==> src/rtl/reaction_timer_ctrl.sv <==
// Reaction-time experiment controller: random pre-delay, LED stimulus, BCD millisecond
// count until stop, with false-start and timeout flagging.
module reaction_timer_ctrl #(
    parameter int DELAY_W   = 14,
    parameter int MIN_DELAY = 1000,
    parameter int MAX_DELAY = 5000
) (
    input  logic               clock,
    input  logic               sreset,
    input  logic               tick,
    input  logic               start,
    input  logic               stop,
    input  logic [DELAY_W-1:0] rand_delay,
    output logic               led,
    output logic [15:0]        time_bcd,
    output logic               busy,
    output logic               done,
    output logic               err
);

    typedef enum logic [1:0] {
        S_IDLE,
        S_WAIT,
        S_ARMED,
        S_HOLD
    } state_t;

    state_t             state_q, state_d;
    logic [DELAY_W-1:0] cnt_q, cnt_d;
    logic [15:0]        time_q, time_d;
    logic               led_q, led_d;
    logic               busy_q, busy_d;
    logic               done_q, done_d;
    logic               err_q, err_d;
    logic [15:0]        time_inc;

    function automatic logic [DELAY_W-1:0] clamp_delay(input logic [DELAY_W-1:0] r);
        if (r < DELAY_W'(MIN_DELAY)) return DELAY_W'(MIN_DELAY);
        if (r > DELAY_W'(MAX_DELAY)) return DELAY_W'(MAX_DELAY);
        return r;
    endfunction

    // Ripple a +1 through four decimal digits, each wrapping 9 -> 0.
    function automatic logic [15:0] bcd_inc(input logic [15:0] v);
        logic [15:0] r;
        logic        carry;
        r     = v;
        carry = 1'b1;
        for (int i = 0; i < 4; i++) begin
            if (carry) begin
                if (v[i*4 +: 4] == 4'd9) begin
                    r[i*4 +: 4] = 4'd0;
                end else begin
                    r[i*4 +: 4] = v[i*4 +: 4] + 4'd1;
                    carry       = 1'b0;
                end
            end
        end
        return r;
    endfunction

    assign time_inc = bcd_inc(time_q);

    always_comb begin
        state_d = state_q;
        cnt_d   = cnt_q;
        time_d  = time_q;
        led_d   = led_q;
        busy_d  = busy_q;
        done_d  = done_q;
        err_d   = err_q;
        case (state_q)
            S_IDLE, S_HOLD: begin
                if (start) begin
                    state_d = S_WAIT;
                    cnt_d   = clamp_delay(rand_delay);
                    time_d  = 16'h0000;
                    led_d   = 1'b0;
                    busy_d  = 1'b1;
                    done_d  = 1'b0;
                    err_d   = 1'b0;
                end
            end
            S_WAIT: begin
                if (stop) begin
                    state_d = S_HOLD;
                    time_d  = 16'h0000;
                    busy_d  = 1'b0;
                    done_d  = 1'b1;
                    err_d   = 1'b1;
                end else if (tick) begin
                    if (cnt_q == DELAY_W'(1)) begin
                        state_d = S_ARMED;
                        cnt_d   = '0;
                        led_d   = 1'b1;
                    end else begin
                        cnt_d = cnt_q - DELAY_W'(1);
                    end
                end
            end
            S_ARMED: begin
                // stop outranks a coincident tick: that millisecond is not counted
                if (stop) begin
                    state_d = S_HOLD;
                    led_d   = 1'b0;
                    busy_d  = 1'b0;
                    done_d  = 1'b1;
                    err_d   = 1'b0;
                end else if (tick) begin
                    time_d = time_inc;
                    if (time_inc == 16'h9999) begin
                        state_d = S_HOLD;
                        led_d   = 1'b0;
                        busy_d  = 1'b0;
                        done_d  = 1'b1;
                        err_d   = 1'b1;
                    end
                end
            end
            default: state_d = S_IDLE;
        endcase
    end

    always_ff @(posedge clock) begin
        if (sreset) begin
            state_q <= S_IDLE;
            cnt_q   <= '0;
            time_q  <= 16'h0000;
            led_q   <= 1'b0;
            busy_q  <= 1'b0;
            done_q  <= 1'b0;
            err_q   <= 1'b0;
        end else begin
            state_q <= state_d;
            cnt_q   <= cnt_d;
            time_q  <= time_d;
            led_q   <= led_d;
            busy_q  <= busy_d;
            done_q  <= done_d;
            err_q   <= err_d;
        end
    end

    assign led      = led_q;
    assign time_bcd = time_q;
    assign busy     = busy_q;
    assign done     = done_q;
    assign err      = err_q;

endmodule

==> config.mk <==
export PLATFORM = sky130hd
export DESIGN_NAME = reaction_timer_ctrl
export DESIGN_NICKNAME = d
export VERILOG_FILES = /design/src/rtl/reaction_timer_ctrl.sv
export SDC_FILE = /design/constraint.sdc
export NUM_CORES = 1
export LEC_CHECK = 0
export BUFFER_PORTS_ARGS = -buffer_cell sky130_fd_sc_hd__clkbuf_2
export CORE_AREA = 4 4 75 77
export CTS_CLUSTER_DIAMETER = 100
export CTS_CLUSTER_SIZE = 28
export DETAILED_ROUTE_END_ITERATION = 10
export DIE_AREA = 0 0 79 81
export PLACE_DENSITY_LB_ADDON = 0.08
export SLEW_MARGIN = 0
export SYNTH_ARGS = -nofsm -noshare
export SYNTH_HDL_FRONTEND = slang
export SYNTH_SLANG_ARGS = --single-unit
==> constraint.sdc <==
create_clock -name clock -period 2.4 [get_ports clock]
set_input_delay 0.24 -clock clock [delete_from_list [all_inputs] [get_ports clock]]
set_output_delay 0.24 -clock clock [all_outputs]
set_load 0.05 [all_outputs]
==> impl_metrics.py <==
metrics = {
    "logic_synthesis": {
        "synth_flop_cell": "dfxtp_1",
        "ys_ff_latch": 36,
        "synth_edf_count": 0,
        "synthTopCellsByArea": "dfxtp_1, a21oi_1, nor2_1, o21ai_0, ha_1",
        "synth_most_common_cell": "nor2_1",
        "yosys_warnings": 0,
        "syn-instance-count": 326,
        "synth_common_cells": "nor2_1, dfxtp_1, a21oi_1, o21ai_0, nand3_1",
        "yosysSeqAreaShare": 0.286,
        "synth.top_cell.area_share": 0.286,
        "syn_area_sq_um": 2520,
        "synth_area_leader_cell": "dfxtp_1",
        "yosysUniqueCellTypes": 66,
        "avgSynthCellArea_sq_um": 7.74,
        "async_flop_share": 0,
        "syn-num-nets": 352,
    },
    "place": {
        "place.gp.congestion": 0.838,
        "hpwl_um": 5120,
        "io_buffer_count": 38,
        "place_area_sq_um": 2910,
    },
    "floorplanning": {
        "coreArea_sq_um": 5010,
        "rows": 26,
        "dieHeight_um": 81,
        "start_util": 0.503,
        "dieArea_sq_um": 6400,
        "ios": 39,
        "die_w_um": 79,
    },
    "sta": {
        "max_freq_ghz": 0.442,
        "hold-worst-slack_ps": 199,
        "relSlewSlack": 0.705,
        "period_share": 0.943,
        "worst-slew-pin-transition_ps": 443,
        "clock_skew_ps": 5.84,
        "layout_min_cycle_time_ps": 2260,
        "rsz0062_at_grt": "no",
        "setup_tns_ps": 0,
        "drv_slew": 0,
        "setup_violations": 0,
        "hold_viol": 0,
    },
    "critical_path": {
        "slowest_delay_ps": 520,
        "arrival_ps": 2450,
        "crit_fanout": 5,
        "reg2reg_depth": 8,
        "worstSetupPathType": "reg2reg",
        "worstPathCellList": "inv_2 -> ha_4 -> nand3b_4 -> or4_4 -> a221oi_4 -> nand3_2 -> a21boi_2 -> mux2_1",
        "crit_slowest_cell": "or4_4",
        "cp-start-kind": "flip-flop",
        "endpoint": "state_q[1]$_SDFFE_PP0P_",
        "timing.rr.end": "state_q[1]$_SDFFE_PP0P_",
        "cp_data_required_time_ps": 2590,
        "startpoint": "time_bcd[1]$_SDFFE_PP0P_",
        "rr_startpoint": "time_bcd[1]$_SDFFE_PP0P_",
        "end_kind": "flip-flop",
        "rrSetupSlack_ps": 140,
    },
    "final_layout": {
        "fillerInstances": 484,
        "design_area_sq_um": 3040,
        "area_delta_synth_final_pct": 20.3,
        "n_antenna_cell": 0,
        "drive_gt1_frac": 0.254,
        "post-route-util": 0.606,
        "final_net_count": 407,
    },
    "power_and_ir_drop": {
        "finalPower_mw": 3.18,
        "p_leak_nw": 1.21,
        "irDropWorstVdd_uv": 587,
        "p_per_area_nw_per_um2": 1050,
    },
    "hold_path": {
        "min_path_type": "in2reg",
        "min_from": "rand_delay[2]",
    },
    "cts": {
        "clk_latency_ps": 300,
        "cts_buffer_depth": 2,
        "cts.sinks": 36,
        "cts.hold.buffers_added": 0,
        "path_clk_slew_ps": 80,
        "tritoncts": "done",
        "cts_inserted_buffers": 5,
        "cts.htree.levels": 2,
        "clockRootBuffer": "clkbuf_8",
    },
    "drt": {
        "drc": 0,
        "ant_nets": 0,
        "drt-wirelength-per-cell_um": 15.5,
        "drt_iter0_drc": 212,
        "num_vias": 2666,
        "wirelength_um": 7010,
        "vias_per_cell": 5.90,
        "drt_pass1_iterations": 5,
    },
    "grt": {
        "grt_max_degree": 20,
        "grt_overflow": 0,
        "track_usage": 0.232,
        "antenna_found_initial": 0,
        "first_global_vias": 2479,
        "grt_pass1_wl_um": 11800,
    },
    "flow_run": {
        "drv_cap": 0,
    },
    "status": {
        "outcome": "finished, final reports clean",
    },
}
## state kept, by name, summed over array words and instances (netlist names)
register and cells:
cnt_q 14, done 1, state_q 2, busy 1, led 1, time_bcd 16, err 1
## worst min-delay path by stage
stage                            endpoint  slack [ps]  cells past startpoint
detailed placement       err$_SDFFE_PP0P_         470                      2
global placement         err$_SDFFE_PP0P_         460                      2
CTS                 cnt_q[5]$_SDFFE_PP0P_         190                      3
global route        cnt_q[5]$_SDFFE_PP0P_         190                      3
finish              cnt_q[2]$_SDFFE_PP0P_         200                      3
floorplan           cnt_q[5]$_SDFFE_PP0P_         380                      2
## cells in the final DEF, fill, tap and decap left out, types with 4 or more instances in the layout
cell type / Yosys / routed
nor2_1: 39 / 39
nand2b_1: 7 / 7
dfxtp_1: 36 / 28
clkbuf_8: 0 / 7
dfxtp_2: 0 / 6
clkbuf_2: 0 / 38
o21ai_0: 24 / 24
nand4_1: 4 / 4
buf_4: 1 / 26
or4_1: 4 / 4
a21o_1: 7 / 7
o211ai_1: 5 / 5
ha_1: 7 / 6
nand3b_1: 4 / 4
nor4_1: 7 / 7
nand3_1: 17 / 17
nand2_1: 15 / 15
a31oi_1: 5 / 5
a21oi_1: 31 / 31
a211oi_1: 4 / 4
inv_1: 12 / 11
nor3_1: 9 / 9
nor2b_1: 5 / 5
or3_1: 5 / 5
a22oi_1: 4 / 4
## worst max-delay path: cells and delay by family (launching register included)
family	cells	cell delay, ps
AO/OA/AOI/OAI	2	510
multiplexers	1	320
adder cells (fa/ha/maj)	1	160
buffers and inverters	1	70
flip-flops	1	350
AND/OR/NAND/NOR	3	740
## layer usage
metal  wire (um)  up-vias  track usage
li1            -     1338            -
met1        3440     1232        0.326
met2        3070       86        0.354
met3         391       10       0.0466
met4         103        0       0.0773
met5           0        -            0
## logic make-up after synthesis
group / share of synthesized area
AND/OR/NAND/NOR: 0.325
adder cells (fa/ha/maj): 0.0347
XOR/XNOR: 0.00347
multiplexers: 0.00446
flip-flops: 0.286
buffers and inverters: 0.0526
AO/OA/AOI/OAI: 0.294
## power breakdown
group          internal, mW  leakage, nW  switching, mW
registers             0.717        0.298          0.117
clock network         0.262       0.0515          0.231
logic                 0.760        0.864           1.09
## layout make-up
| class | instances | area [sq um] | area share |
|---|---|---|---|
| multi-input cells | 262 | 1680 | 0.554 |
| clock buffers | 8 | 100 | 0.0330 |
| flip-flops and latches | 36 | 736 | 0.242 |
| well taps | 70 | 87.6 | 0.0289 |
| inverters | 12 | 45.0 | 0.0148 |
| repair buffers | 64 | 385 | 0.127 |
## through the flow
| stage | std cells | worst slack, ps |
|---|---|---|
| CTS | 450 | 26.6 |
| global route | 452 | 13.7 |
| finish | 452 | 136 |
| detailed placement | 442 | 9.84 |
| global placement | 442 | 45.6 |
| floorplan | 326 | 2.76 |
## what timing repair did
item / in CTS / in global routing
pin swaps: 0 / 4
gates resized for setup: 1 / 1
cloned: 0 / 0
setup buffers: 0 / 2
setup endpoints to repair: 1 / 3
(Power assumes the default switching activity.)
